### src/rtl/divider_nbit.sv
// Iterative restoring unsigned divider: one quotient bit per clock, start/ready/done handshake.
// Includes the adder_nbit used for the trial subtraction.

module adder_nbit #(
    parameter int WIDTH     = 32,
    parameter int IMPL_TYPE = 0
) (
    input  logic [WIDTH-1:0] a,
    input  logic [WIDTH-1:0] b,
    input  logic             cin,
    output logic [WIDTH-1:0] sum
);
    generate
        if (IMPL_TYPE == 0) begin : g_ripple
            logic [WIDTH-1:0] c;
            assign c[0] = cin;
            for (genvar i = 0; i < WIDTH; i++) begin : g_bit
                assign sum[i] = a[i] ^ b[i] ^ c[i];
                if (i < WIDTH - 1) begin : g_carry
                    assign c[i+1] = (a[i] & b[i]) | (c[i] & (a[i] ^ b[i]));
                end
            end
        end else begin : g_behav
            assign sum = a + b + WIDTH'(cin);
        end
    endgenerate
endmodule

// state | meaning
// IDLE  | waiting for start, ready=1
// RUN   | resolving one quotient bit per cycle, ready=0
// DONE  | single-cycle done pulse, Q/R valid, new start accepted
module divider_nbit #(
    parameter int WIDTH     = 32,
    parameter int IMPL_TYPE = 0
) (
    input  logic             clk,
    input  logic             rst,
    input  logic             start,
    input  logic [WIDTH-1:0] A,
    input  logic [WIDTH-1:0] B,
    output logic             ready,
    output logic             done,
    output logic [WIDTH-1:0] Q,
    output logic [WIDTH-1:0] R,
    output logic             div_by_zero
);
    localparam int CW = $clog2(WIDTH + 1);

    typedef enum logic [1:0] {IDLE, RUN, DONE} state_t;

    state_t           state;
    logic [WIDTH-1:0] rem_q;
    logic [WIDTH-1:0] quo_q;
    logic [WIDTH-1:0] div_q;
    logic [CW-1:0]    cnt;

    logic [WIDTH:0]   rem_shift;
    logic [WIDTH:0]   trial;
    logic             borrow;
    logic [WIDTH-1:0] rem_next;
    logic [WIDTH-1:0] quo_next;

    assign rem_shift = {rem_q, quo_q[WIDTH-1]};

    // rem_shift - divisor as rem_shift + ~divisor + 1 at WIDTH+1 bits; MSB is the borrow
    adder_nbit #(
        .WIDTH    (WIDTH + 1),
        .IMPL_TYPE(IMPL_TYPE)
    ) u_sub (
        .a  (rem_shift),
        .b  (~{1'b0, div_q}),
        .cin(1'b1),
        .sum(trial)
    );

    assign borrow   = trial[WIDTH];
    assign rem_next = borrow ? rem_shift[WIDTH-1:0] : trial[WIDTH-1:0];
    assign quo_next = {quo_q[WIDTH-2:0], ~borrow};

    always_ff @(posedge clk or posedge rst) begin
        if (rst) begin
            state       <= IDLE;
            rem_q       <= '0;
            quo_q       <= '0;
            div_q       <= '0;
            cnt         <= '0;
            Q           <= '0;
            R           <= '0;
            done        <= 1'b0;
            div_by_zero <= 1'b0;
            ready       <= 1'b1;
        end else begin
            done <= 1'b0;
            case (state)
                IDLE, DONE: begin
                    state <= IDLE;
                    ready <= 1'b1;
                    if (start) begin
                        quo_q <= A;
                        div_q <= B;
                        rem_q <= '0;
                        cnt   <= CW'(WIDTH);
                        if (B == '0) begin
                            // no iterations needed: result is fixed by convention
                            state       <= DONE;
                            done        <= 1'b1;
                            Q           <= '1;
                            R           <= A;
                            div_by_zero <= 1'b1;
                        end else begin
                            state <= RUN;
                            ready <= 1'b0;
                        end
                    end
                end
                RUN: begin
                    rem_q <= rem_next;
                    quo_q <= quo_next;
                    cnt   <= cnt - CW'(1);
                    if (cnt == CW'(1)) begin
                        state       <= DONE;
                        ready       <= 1'b1;
                        done        <= 1'b1;
                        Q           <= quo_next;
                        R           <= rem_next;
                        div_by_zero <= 1'b0;
                    end
                end
                default: begin
                    state <= IDLE;
                    ready <= 1'b1;
                end
            endcase
        end
    end
endmodule

### config.mk
export PLATFORM = sky130hd
export DESIGN_NAME = divider_nbit
export DESIGN_NICKNAME = d
export VERILOG_FILES = /design/src/rtl/divider_nbit.sv
export SDC_FILE = /design/constraint.sdc
export NUM_CORES = 1
export LEC_CHECK = 0
export ABC_AREA = 0
export BUFFER_PORTS_ARGS = -buffer_cell sky130_fd_sc_hd__buf_2
export CAP_MARGIN = 20
export CORE_AREA = 8 8 125 127
export DETAILED_ROUTE_END_ITERATION = 16
export DIE_AREA = 0 0 133 135
export PLACE_DENSITY = 0.84
export SLEW_MARGIN = 0
export SYNTH_ARGS = -nofsm -noshare
export SYNTH_HDL_FRONTEND = slang
export SYNTH_SLANG_ARGS = --single-unit
### constraint.sdc
create_clock -name clk -period 27.3 [get_ports clk]
set_input_delay 1.365 -clock clk [delete_from_list [all_inputs] [get_ports clk]]
set_output_delay 1.365 -clock clk [all_outputs]
set_load 0.02 [all_outputs]
### Word level (Yosys, flattened, before mapping)

Index checks and enable logic that the tools add are counted.

| cells by class | value |
|---|---|
| add/subtract/negate cells | 1 |
| equality and inequality tests | 6 |
| muxes and demuxes | 30 |
| bitwise gates (word level) | 163 |
| reduce and logical (&&, ||, !) cells | 7 |

Operator list:

| cell | number |
|---|---|
| 32-bit 2-to-1 mux | 9 |
| 32-bit one-hot mux with 2 select lines | 4 |
| 1-bit XOR | 65 |
| 1-bit AND | 63 |
| 32-bit inverter with 33-bit output | 1 |
| 32-bit logical NOT | 1 |
| 1-bit bitwise OR | 32 |
| 6-bit one-hot mux with 2 select lines | 1 |
| 1-bit 2-to-1 mux | 8 |
| 6-bit by 1-bit equality test with 1-bit output, second input constant | 1 |
| 2-bit 2-to-1 mux | 3 |
| 6-bit 2-to-1 mux | 1 |
| 2-bit inequality test, second input constant | 3 |
| 1-bit one-hot mux with 2 select lines | 3 |
| 6-bit by 1-bit subtractor with 6-bit output, second input constant | 1 |
| 2-bit one-hot mux with 2 select lines | 1 |
| 2-bit AND reduction | 2 |
| 4-bit AND reduction | 1 |
| 2-bit by 1-bit equality test with 1-bit output, second input constant | 1 |
| 2-bit equality test, second input constant | 1 |
| 2-bit logical NOT | 1 |
| 1-bit inverter | 2 |
| 2-bit nonzero test | 1 |
| 2-bit OR reduction | 1 |

| word-level totals | value |
|---|---|
| register bits after elaboration | 171 |
| bits of input ports | 67 |
| output and inout port bits | 67 |
| logic and storage cells | 217 |

### Longest topological paths before layout

Gate-level depths: netlist of the first run.

| logic depth | value |
|---|---|
| word-level depth | 69 |
| depth in mapped cells | 42 |
| mapped depth without buffers | 41 |

### Cells and area by module

Synthesis of the first run repeated with hierarchy kept, for this count alone.

| second synthesis, totals | value |
|---|---|
| cell total of the unflattened synthesis | 947 |
| area total of the unflattened synthesis | 8,883.5 um^2 |

Modules (own cells, without submodules):

| module | times used | cells an instance | area each (um^2) | seq. area each (um^2) |
|---|---|---|---|---|
| divider_nbit | 1 | 909 | 8,200.4 | 4,280.4 |
| adder_nbit | 1 | 38 | 683.2 | 0.0 |

### Worst setup path before layout of the first run

OpenSTA, ideal clock, no wires.

| path | value |
|---|---|
| path kind | reg2reg |
| start point | register quo_q[31] |
| end point | register R[1] |
| setup time | 0.125 ns |
| data arrival time | 13.370 ns |
| data required time | 27.175 ns |
| setup slack | 13.805 ns |
| stages on the path, launching flop included | 42 |
| path buffers | 1 |
| period minus slack after synthesis | 13.495 ns |
| path through | dfrtp_1 > inv_1 > ha_1 > inv_1 > fa_1 > fa_1 > fa_1 > fa_1 > fa_1 > fa_1 > fa_1 > fa_1 > fa_1 > fa_1 > fa_1 > fa_1 > fa_1 > fa_1 > [6 not listed] > fa_1 > fa_1 > fa_1 > fa_1 > fa_1 > fa_1 > fa_1 > fa_1 > fa_1 > inv_1 > fa_1 > inv_1 > fa_1 > xor2_4 > buf_6 > mux2i_1 > a21oi_1 > mux2_4 |

| on the way | value |
|---|---|
| cells in the longest elaborated chain, start to end | 68 |
| elaborated cells on any way between the ends | 70 |
| those cells by class | mux (3); bitwise (67) |

RTL lines:

| element | RTL line | source |
|---|---|---|
| start: declaration | 54 | `logic [WIDTH-1:0] quo_q;` |
| start signal: assignment | 119 | `quo_q <= quo_next;` |
| 1-bit AND / 1-bit XOR (equally long branches) | 20 | `assign c[i+1] = (a[i] & b[i]) \| (c[i] & (a[i] ^ b[i]));` |
| 1-bit bitwise OR (*) | 20 |  |
| 1-bit AND | 20 |  |
| 1-bit bitwise OR | 20 |  |
| 1-bit AND | 20 |  |
| 1-bit bitwise OR | 20 |  |
| 1-bit AND | 20 |  |
| 1-bit bitwise OR | 20 |  |
| [52 not listed] | - |  |
| 1-bit AND | 20 |  |
| 1-bit bitwise OR | 20 |  |
| 1-bit AND | 20 |  |
| 1-bit bitwise OR | 20 |  |
| 1-bit XOR | 18 | `assign sum[i] = a[i] ^ b[i] ^ c[i];` |
| 32-bit 2-to-1 mux (*) | 78 | `assign rem_next = borrow ? rem_shift[WIDTH-1:0] : trial[WIDTH-1:0];` |
| 32-bit 2-to-1 mux (*) | 121 | `if (cnt == CW'(1)) begin` |
| 32-bit one-hot mux with 2 select lines (*) | 95 | `case (state)` |
| end signal: assignment | 126 | `R <= rem_next;` |
| end: declaration | 45 | `output logic [WIDTH-1:0] R,` |

Mark *: on every way between the ends. The rest lies on a longest branch, timed or not. The select of a mux whose other input is x is not followed.
A chain may end at the register's enable or synchronous reset.

### Worst setup path after layout of the first run

| path | value |
|---|---|
| start point | register quo_q[31] |
| end point | register R[22] |

| on the way | value |
|---|---|
| cells in the longest elaborated chain, start to end | 68 |
| elaborated cells on any way between the ends | 70 |
| those cells by class | mux (3); bitwise (67) |

RTL lines:

| element | RTL line |
|---|---|
| 1-bit AND / 1-bit XOR (equally long branches) | 20 |
| 1-bit bitwise OR (*) | 20 |
| 1-bit AND (*) | 20 |
| 1-bit bitwise OR (*) | 20 |
| 1-bit AND (*) | 20 |
| 1-bit bitwise OR (*) | 20 |
| 1-bit AND (*) | 20 |
| 1-bit bitwise OR (*) | 20 |
| [52 not listed] | - |
| 1-bit AND | 20 |
| 1-bit bitwise OR | 20 |
| 1-bit AND | 20 |
| 1-bit bitwise OR | 20 |
| 1-bit XOR | 18 |
| 32-bit 2-to-1 mux (*) | 78 |
| 32-bit 2-to-1 mux (*) | 121 |
| 32-bit one-hot mux with 2 select lines (*) | 95 |

Marks and branches as above.

==> results.ini, run 1 <==
[sta]
relSlewSlack = 0.420
grt_setup_unrepaired = no
hold_viol_final = 0
fin_crit_ns = 14.33
fin_tns_setup_ns = 0
tightest_slew_ns = 0.870
fin_crit_sh = 0.525
setup_viol = 0
timing.fmax_ghz = 0.0698
finClkSkew_ns = 0.00592
setup_ws_ns = 12.97
slew_viol_final = 0

[setup_path]
reg2regPathDepth = 41
cp_slowest_cell = buf_4
cp-end-kind = flip-flop
required_ns = 27.61
startpoint = quo_q[31]
path_max_fanout = 36
startpoint_type = flip-flop
max_stage_delay_ns = 0.48
cpMostUsedCell = fa_1
timing.rr.start = quo_q[31]
cp.arrival_ns = 14.64
critical_path_class = reg2reg
reg2reg_slack_ns = 12.97
crit_path_end = R[22]
r2r_end = R[22]

[power]
power_density_mw_per_mm2 = 151
power_leakage_nw = 4.52
peakVddDrop_uv = 90.9

[final_layout]
fillers = 1001
nNetsFinal = 1001
final_common_cell = dfrtp_1
drive_gt1_frac = 0.221
final_cell_mix = dfrtp_1, nand2_1, buf_2
area_growth_pct = 15.4

[synth]
synth_area_mm2 = 0.00809
ys_ff_latch = 171
synthesis.nets = 890
ys_seq_area_frac = 0.529
synth_cell_types = 36
ys.warnings.count = 0
syn_inst = 789
synth.avg_cell_area_um2 = 10.3

[drt]
vias = 6206
drt_iter0_drc = 557
ant_nets = 0
vias_per_cell = 5.70
drc = 0
wl_per_cell_um = 17.9
drt-pass1-iter-count = 5
wl_um = 19500

[global_route]
grt_max_degree = 90
grt.total_usage = 0.229
antenna_found_initial = 4
overflow = 0
grt_pass1_wl_um = 32400
grt_pass1_vias = 6230

[cts]
htree_levels = 4
post-cts-setup-buffer-count = 0
cts_tree = done
ctsHoldBuffers = 0
insertion_delay_ns = 0.43
numClockSinks = 171
cts_max_path_buffers = 2
root_buffer = clkbuf_16
cts_buffers = 17
clkTransAtPathRegs_ns = 0.06
cts_resized = 0

[status]
status = complete, no violations

[floorplanning]
row_count = 43
die_width_um = 133
initial_core_util = 0.595
io-pin-count = 134
die-area_mm2 = 0.0180
die_h_um = 135
coreArea_mm2 = 0.0136

[flow_run]
max_cap_viol_count = 0

[worst_hold_path]
holdCritPathClass = reg2reg
worstHoldStart = cnt[5]

[placed_design]
place_hpwl_um = 13600
port_buffers = 133
place_congestion = 0.879
pre_cts_ws_ns = 13.06

## routing by layer
layer | track usage | part of all wire | up-vias
li1 | - | - | 2856
met2 | 0.354 | 0.48 | 233
met4 | 0.0959 | 0.026 | 6
met5 | 0 | 0.0017 | -
met3 | 0.0650 | 0.075 | 45
met1 | 0.298 | 0.42 | 3066
## state kept, by name, summed over array words and instances (netlist names)
signal and cells:
state 2, div_q 32, quo_q 32, done 1, rem_q 32, Q 32, cnt 6, div_by_zero 1
R 32, ready 1
## logic make-up (layout without fill, tap and decap cells)
logic type               count (synthesis)  in the layout  synth area share
AO/OA/AOI/OAI                          175            175             0.126
XOR/XNOR                                 1              1           0.00340
adder cells (fa/ha/maj)                 34             34            0.0813
buffers and inverters                   91            210            0.0513
flip-flops                             171            171             0.529
multiplexers                            54             54            0.0793
other                                    0              1                 0
AND/OR/NAND/NOR                        263            263             0.129
## cells in the mapped netlist
library cell | instances | area [um2]
dfrtp_1 | 170 | 4250
ha_1 | 3 | 37.5
inv_1 | 40 | 150
a21o_1 | 8 | 60.1
a21oi_1 | 63 | 315
nand3_1 | 3 | 15.0
mux2_2 | 5 | 56.3
buf_1 | 10 | 37.5
o311ai_0 | 1 | 8.76
nor2b_1 | 2 | 12.5
nor3_2 | 1 | 10.0
nand2b_1 | 2 | 12.5
mux2_4 | 19 | 285
buf_2 | 5 | 25.0
clkbuf_1 | 27 | 101
fa_1 | 31 | 621
o41ai_1 | 1 | 8.76
o211ai_2 | 2 | 25.0
a21boi_2 | 1 | 11.3
nor2_2 | 1 | 6.26
a22oi_1 | 31 | 233
buf_6 | 9 | 101
o21ai_0 | 57 | 285
xor2_4 | 1 | 27.5
dfstp_2 | 1 | 26.3
nand2_1 | 142 | 533
o21a_1 | 1 | 7.51
nor2_1 | 96 | 360
nand4_1 | 3 | 18.8
a221o_1 | 1 | 10.0
or4_1 | 1 | 7.51
nor4_1 | 8 | 50.1
o22a_1 | 1 | 8.76
nor3_1 | 4 | 20.0
o22ai_1 | 8 | 50.1
mux2i_1 | 30 | 300
## report_power, final
part | leakage [nW] | switching, mW | internal (mW)
logic | 2.27 | 0.431 | 0.305
registers | 2.00 | 0.0865 | 0.383
clock network | 0.241 | 0.0906 | 0.115
total | 4.52 | 0.608 | 0.803
## worst max-delay path: cells and delay by family, from the launching register on
kind | cells | cell delay (ns)
buf+inv | 5 | 0.73
flops | 1 | 0.39
compound gates | 1 | 0.10
mux | 2 | 0.65
fa+ha+maj | 32 | 12.16
xor+xnor | 1 | 0.15
## stage by stage
stage	utilization	hold WS, ns	cell area [um2]	instances	power (mW)
global route	0.686	0.522	9340	1089	1.53
detailed placement	0.648	0.470	8830	1060	1.21
floorplan	-	0.446	8090	789	1.02
finish	0.686	0.477	9340	1089	1.41
CTS	0.684	0.476	9310	1087	1.41
global placement	0.648	0.459	8830	1060	1.17
## worst min-delay path by stage
stage,slack [ns],endpoint,cells after the start
after global routing,0.52,cnt[5],1
after CTS,0.48,cnt[5],1
after global placement,0.46,cnt[5],1
after floorplan,0.45,cnt[5],1
final,0.48,cnt[5],1
after detailed placement,0.47,cnt[5],1
## cell type report
| type | count | area, um2 | share of cell area |
|---|---|---|---|
| Sequential cell | 171 | 4280 | 0.458 |
| Multi-Input combinational cell | 527 | 3430 | 0.368 |
| Timing Repair Buffer | 143 | 761 | 0.0815 |
| Clock buffer | 22 | 454 | 0.0486 |
| Tap cell | 180 | 225 | 0.0241 |
| Inverter | 40 | 155 | 0.0166 |
| Clock inverter | 5 | 25.0 | 0.00268 |
| Antenna cell | 1 | 2.50 | 0.000268 |
No activity file was read; power rests on OpenSTA's default activity.
==> run 2, diff against run 1 <==
--- a/config.mk
+++ b/config.mk
@@ -5,13 +5,13 @@
 export SDC_FILE = /design/constraint.sdc
 export NUM_CORES = 1
 export LEC_CHECK = 0
-export ABC_AREA = 0
+export ABC_AREA = 1
 export BUFFER_PORTS_ARGS = -buffer_cell sky130_fd_sc_hd__buf_2
 export CAP_MARGIN = 20
-export CORE_AREA = 8 8 125 127
+export CORE_AREA = 8 8 138 140
 export DETAILED_ROUTE_END_ITERATION = 16
-export DIE_AREA = 0 0 133 135
-export PLACE_DENSITY = 0.84
+export DIE_AREA = 0 0 146 148
+export PLACE_DENSITY = 0.75
 export SLEW_MARGIN = 0
 export SYNTH_ARGS = -nofsm -noshare
 export SYNTH_HDL_FRONTEND = slang
==> constraint.sdc (replaced) <==
create_clock -name clk -period 12.9 [get_ports clk]
set_input_delay 0.645 -clock clk [delete_from_list [all_inputs] [get_ports clk]]
set_output_delay 0.645 -clock clk [all_outputs]
set_load 0.02 [all_outputs]
==> run 2 against run 1 <==
Net effect: via count is 16% higher; global-route usage fell by 1.6 points; worst setup slack got worse by 13 ns; non-clock buffer count rose by 42; largest cell class unchanged; final cell count increased by 23%; power is 140% higher.
==> results.ini, run 2 <==
[final_layout]
final_common_cell = nand2_1
nNetsFinal = 1204  ; +20%
drive_gt1_frac = 0.241  ; +0.0197
area_growth_pct = 21.7
finalNonFillerCells = 1343  ; +23%
fin_area_mm2 = 0.0102  ; +9.1%
fin_util = 0.601  ; -0.0845
final_cell_mix = nand2_1, nand3_1, dfrtp_1

[synth]
yosysMostFrequentCell = nand2_1
netlist_top_cells_count = nand2_1, nand3_1, dfrtp_1
yosys-top-cells-area = dfrtp_1, nand2_1, nand3_1, fa_1, inv_1
synth.avg_cell_area_um2 = 8.75  ; -15%
synth_cell_types = 27  ; -25%
synth_area_mm2 = 0.00837  ; +3.4%
synth_top_flop_cell = dfrtp_1
ys_seq_area_frac = 0.511  ; -0.0175
ys.warnings.count = 0  ; unchanged
synth-edff-count = 0  ; unchanged
async_flop_share = 1.00  ; unchanged
synth_area_leader_cell = dfrtp_1
syn_inst = 957  ; +21%
synthesis.nets = 1058  ; +19%
synth_top_area_share = 0.508  ; -0.0174
ys_ff_latch = 171  ; unchanged

[floorplanning]
row_count = 48  ; +12%
die_width_um = 146  ; +9.8%
io-pin-count = 134  ; unchanged
coreArea_mm2 = 0.0169  ; +24%
die_h_um = 148  ; +9.6%
die-area_mm2 = 0.0216  ; +20%
initial_core_util = 0.494  ; -0.100

[sta]
relSlewSlack = 0.370  ; -0.0500
slew_viol_final = 0  ; unchanged
fin_crit_ns = 12.58  ; -1.75 ns
fin_tns_setup_ns = 0  ; unchanged
setup_viol = 0  ; unchanged
timing.fmax_ghz = 0.0795  ; +14%
grt_setup_unrepaired = yes
fin_crit_sh = 0.975  ; +0.450
tightest_slew_ns = 0.945  ; +0.0750 ns
hold_viol_final = 0  ; unchanged
hold_slack_ns = 0.419  ; -0.0575 ns
setup_ws_ns = 0.322  ; -12.65 ns
finClkSkew_ns = 0.00833  ; +0.00242 ns

[cts]
root_buffer = clkbuf_16
cts_max_path_buffers = 2  ; unchanged
clkTransAtPathRegs_ns = 0.06  ; about the same
htree_levels = 4  ; unchanged
insertion_delay_ns = 0.44  ; about the same
cts_tree = done
cts_buffers = 17  ; unchanged
numClockSinks = 171  ; unchanged

[setup_path]
critical_path_class = reg2reg
cp_slowest_cell = fa_2
cpMostUsedCell = fa_2
cp-end-kind = flip-flop
crit_cells = 44  ; +7.3%
path_max_fanout = 8  ; -78%
required_ns = 13.27  ; -14.34 ns
startpoint_type = flip-flop
worst-path-buf-inv = 6  ; +1
cp_top_family = adder cells
max_stage_delay_ns = 0.40  ; -0.08 ns
cp.arrival_ns = 12.95  ; -1.69 ns
reg2regPathDepth = 44  ; +7.3%

[power]
peakVddDrop_uv = 135  ; +49%
p_int_mw = 1.88  ; +130%
p_seq_frac = 0.276  ; -0.057
switching_share = 0.436  ; +0.00499
power_leakage_nw = 4.91  ; +8.6%
switchingPower_mw = 1.45  ; +140%
p_total_mw = 3.33  ; +140%
power_frac_clock = 0.155  ; +0.009
power_density_mw_per_mm2 = 326  ; +120%
p_comb_frac = 0.569  ; +0.047

[global_route]
antenna_found_initial = 2  ; -2
overflow = 0  ; unchanged
grt_pass1_wl_um = 36900  ; +14%
grt.total_usage = 0.213  ; -0.0160
grt_pass1_vias = 7028  ; +13%
grt_max_degree = 107  ; +19%

[placed_design]
port_buffers = 133  ; unchanged
place_inst = 1303  ; +23%
placed_area_mm2 = 0.00941  ; +6.6%
place_congestion = 0.913  ; +3.8%
place_hpwl_um = 15100  ; +11%
pre_cts_ws_ns = -0.595  ; -13.65 ns

[drt]
wl_per_cell_um = 17.0  ; -5.4%
drt_iter0_drc = 519  ; -6.8%
vias_per_cell = 5.36  ; -6.0%
wl_um = 22800  ; +17%
drc = 0  ; unchanged
ant_nets = 0  ; unchanged
drt-pass1-iter-count = 6  ; +1
vias = 7197  ; +16%

[flow_run]
max_cap_viol_count = 0  ; unchanged

[worst_hold_path]
holdCritPathClass = in2async

[status]
status = complete, no violations

## run 2: cell count changes in the layout (fill, tap and decap cells not counted), moves of 31 or more
cell	previous run	this run
a21oi_1	63	5
nand2_1	142	306
nor2_1	95	27
buf_4	9	42
inv_1	39	73
o221ai_1	0	31
a22oi_1	31	0
nand3_1	3	190
## run 2: cell type report
type	count	area, um2
fill	1453	6750
sequential	171	4280
multi-input combinational	649	3610
timing repair buffer	185	1110
clock buffer	20	457
inverter	79	302
tap	225	282
clock inverter	12	136
antenna	2	5.00
## run 2: worst reg2reg max path: cells and delay by family, from the launching register on
family | cells | cell delay [ns]
flops | 1 | 0.37
xor+xnor | 1 | 0.18
buf+inv | 6 | 0.52
fa+ha+maj | 32 | 10.93
simple gates | 5 | 0.50
## run 2: final timing paths
| kind | startpoint | end | slack, ns |
|---|---|---|---|
| max in group asynchronous | rst | R[6] | 11.09 |
| setup reg to reg | quo_q[31] | R[5] | 0.32 |
| hold reg to reg | cnt[4] | cnt[4] | 0.49 |
| min in group clk | B[30] | div_q[30] | 0.43 |
| hold / removal | rst | Q[1] | 0.42 |
| setup / recovery | quo_q[31] | R[5] | 0.32 |
## run 2: cells by family after synthesis
family | share of synthesized area
XOR/XNOR | 0.00209
buffers and inverters | 0.0715
AND/OR/NAND/NOR | 0.276
flip-flops | 0.511
AO/OA/AOI/OAI | 0.0605
adder cells (fa/ha/maj) | 0.0786
## run 2: per-layer routing
layer,up-vias,part of all wire,track usage
li1,3412,-,-
met1,3423,0.44,0.293
met2,311,0.45,0.321
met3,51,0.075,0.0532
met4,0,0.031,0.0778
met5,-,0,0
## run 2: what timing repair did
item                                    in CTS  in global routing
cloned                                       1                  1
pin swaps                                    3                  6
gates resized for setup                     22                 19
endpoints found under the setup margin      66                 66
hold buffers                                 0                  0
setup buffers                                0                  4
## run 2: power groups by stage
stage / sequential [mW] / combinational [mW] / clock (mW)
2_1_floorplan: 0.983 / 1.14 / 0
3_3_place_gp: 0.912 / 1.67 / 0
3_5_place_dp: 0.919 / 1.72 / 0
4_1_cts: 0.913 / 1.78 / 0.522
5_1_grt: 0.943 / 2.10 / 0.545
6_report: 0.917 / 1.89 / 0.516
==> run 3, diff against run 2 <==
--- a/config.mk
+++ b/config.mk
@@ -8,10 +8,10 @@
 export ABC_AREA = 1
 export BUFFER_PORTS_ARGS = -buffer_cell sky130_fd_sc_hd__buf_2
 export CAP_MARGIN = 20
-export CORE_AREA = 8 8 138 140
+export CORE_AREA = 8 8 127 129
 export DETAILED_ROUTE_END_ITERATION = 16
-export DIE_AREA = 0 0 146 148
-export PLACE_DENSITY = 0.75
+export DIE_AREA = 0 0 135 137
+export PLACE_DENSITY = 0.83
 export SLEW_MARGIN = 0
 export SYNTH_ARGS = -nofsm -noshare
 export SYNTH_HDL_FRONTEND = slang
==> constraint.sdc (replaced) <==
create_clock -name clk -period 15.05 [get_ports clk]
set_input_delay 0.7525 -clock clk [delete_from_list [all_inputs] [get_ports clk]]
set_output_delay 0.7525 -clock clk [all_outputs]
set_load 0.02 [all_outputs]
==> run 3 against run 2 <==
Net effect: worst setup slack better by 0.34 ns; wire length down 2.9%; final area is 4.1% lower; sequential power decreased by 14%; largest cell class unchanged; highest routed layer unchanged.
==> results.ini, run 3 (same netlist as run 2, synthesis figures left out) <==
[drt]
met3WireLength_um = 2260  ; +33%
maxUsedRoutingLayer = met4
ant_nets = 0  ; unchanged
m1WireLength_um = 9180  ; -8.4%
wl_per_cell_um = 17.6  ; +3.8%
wl_um = 22100  ; -2.9%
vias_per_cell = 5.71  ; +6.5%
drt_iter0_drc = 770  ; +48%
wl_met2_um = 10100  ; -2.9%
vias = 7174  ; -0.32%
drt-pass1-iter-count = 6  ; unchanged
drc = 0  ; unchanged

[final_layout]
area_growth_pct = 16.7
final_common_cell = nand2_1
final_cell_mix = nand2_1, nand3_1, dfrtp_1
fillers = 1104  ; -24%
drive_gt1_frac = 0.175  ; -0.0664
nNetsFinal = 1159  ; -3.7%

[global_route]
antenna_found_initial = 2  ; unchanged
grt.total_usage = 0.245  ; +0.0320
overflow = 0  ; unchanged
grt_pass1_wl_um = 35700  ; -3.3%
grt_pass1_vias = 6869  ; -2.3%
grt_max_degree = 97  ; -9.3%

[power]
p_seq_frac = 0.299  ; +0.023
peakVddDrop_uv = 136  ; +0.42%
power_frac_clock = 0.199  ; +0.044
p_comb_frac = 0.502  ; -0.067
power_density_mw_per_mm2 = 269  ; -17%
p_total_mw = 2.63  ; -21%
switchingPower_mw = 1.17  ; -19%
p_int_mw = 1.46  ; -22%
switching_share = 0.444  ; +0.00845
power_leakage_nw = 4.76  ; -3.1%

[sta]
setup_viol = 0  ; unchanged
hold_slack_ns = 0.459  ; +0.0394 ns
timing.fmax_ghz = 0.0695  ; -13%
slew_viol_final = 0  ; unchanged
fin_tns_setup_ns = 0  ; unchanged
tightest_slew_ns = 0.892  ; -0.0528 ns
finClkSkew_ns = 0.00923  ; +0.000897 ns
hold_viol_final = 0  ; unchanged
fin_crit_sh = 0.956  ; -0.0188
grt_setup_unrepaired = no
fin_crit_ns = 14.39  ; +1.81 ns
relSlewSlack = 0.405  ; +0.0352

[placed_design]
port_buffers = 133  ; unchanged
place_hpwl_um = 14500  ; -4.0%
place_congestion = 0.878  ; -3.8%

[cts]
cts_max_path_buffers = 2  ; unchanged
cts_buffers = 17  ; unchanged
htree_levels = 4  ; unchanged
cts_resized = 0  ; -100%
numClockSinks = 171  ; unchanged
root_buffer = clkbuf_16
clkTransAtPathRegs_ns = 0.06  ; about the same
insertion_delay_ns = 0.43  ; about the same
post-cts-setup-buffer-count = 0  ; unchanged
cts_tree = done
ctsHoldBuffers = 0  ; unchanged

[setup_path]
cpMostUsedCell = fa_1
crit_path_end = R[19]
startpoint_type = flip-flop
startpoint = quo_q[31]
reg2regPathDepth = 42  ; -4.5%
max_stage_delay_ns = 0.62  ; +0.22 ns
required_ns = 15.41  ; +2.14 ns
worst-path-buf-inv = 4  ; -2
r2r_end = R[19]
cp-end-kind = flip-flop
cp_slowest_cell = nor2_4
path_max_fanout = 33  ; +25
critical_path_class = reg2reg
crit_cells = 42  ; -4.5%
timing.rr.start = quo_q[31]
cp_top_family = adder cells
reg2reg_slack_ns = 0.66  ; +0.34 ns
cp.arrival_ns = 14.76  ; +1.81 ns

[floorplanning]
initial_core_util = 0.589  ; +0.0951
die_h_um = 137  ; -7.4%
io-pin-count = 134  ; unchanged
die_width_um = 135  ; -7.5%
row_count = 44  ; -8.3%
die-area_mm2 = 0.0185  ; -14%
coreArea_mm2 = 0.0142  ; -16%

[worst_hold_path]
holdCritPathClass = in2async

[status]
status = complete, no violations

[flow_run]
max_cap_viol_count = 0  ; unchanged

-- run 3: cell types whose count changed in the layout (fill, tap and decap cells not counted), moves of 5 or more --
cell       change
buf_4         -36
fa_1          +30
fa_2          -30
buf_6          -8
bufinv_16      +5
-- run 3: worst min path at each step --
| stage | end | cells after the start | slack, ns |
|---|---|---|---|
| after floorplan | cnt[5] | 1 | 0.45 |
| after global placement | cnt[5] | 1 | 0.47 |
| after detailed placement | cnt[5] | 1 | 0.49 |
| after CTS | cnt[5] | 1 | 0.49 |
| after global routing | cnt[3] | 1 | 0.52 |
| final | quo_q[3] | 2 | 0.46 |
-- run 3: cell type report --
class	instances	area, um2	area share
clock inverter	11	238	0.0243
multi-input combinational	649	3510	0.359
clock buffer	21	470	0.0482
inverter	79	302	0.0309
tap	184	230	0.0236
sequential	171	4280	0.438
antenna	2	5.00	0.000512
timing repair buffer	140	738	0.0756
-- run 3: power groups by stage --
stage / sequential (mW) / clock, mW / combinational [mW]
6_report: 0.786 / 0.524 / 1.32
2_1_floorplan: 0.841 / 0 / 0.940
3_5_place_dp: 0.788 / 0 / 1.28
3_3_place_gp: 0.779 / 0 / 1.24
4_1_cts: 0.783 / 0.525 / 1.31
5_1_grt: 0.809 / 0.544 / 1.49
-- run 3: metrics by stage --
step                setup WS (ns)  utilization  std cells  area (um2)
floorplan                    1.98            -        957        8370
global placement             1.18        0.636       1222        9030
detailed placement          0.988        0.636       1222        9030
CTS                         0.836        0.686       1254        9740
global route                0.254        0.688       1257        9770
finish                      0.658        0.688       1257        9770
-- run 3: worst reg2reg max path, delay by kind of cell, from the launching register on --
family / cells / cell delay (ns)
flops: 1 / 0.38
xor+xnor: 1 / 0.19
simple gates: 5 / 1.19
fa+ha+maj: 32 / 12.36
buf+inv: 4 / 0.25
-- run 3: layer usage --
metal	global-route usage	vias to the layer above
li1	-	3310
met1	0.340	3412
met2	0.360	401
met3	0.0591	51
met4	0.110	0
met5	0	-
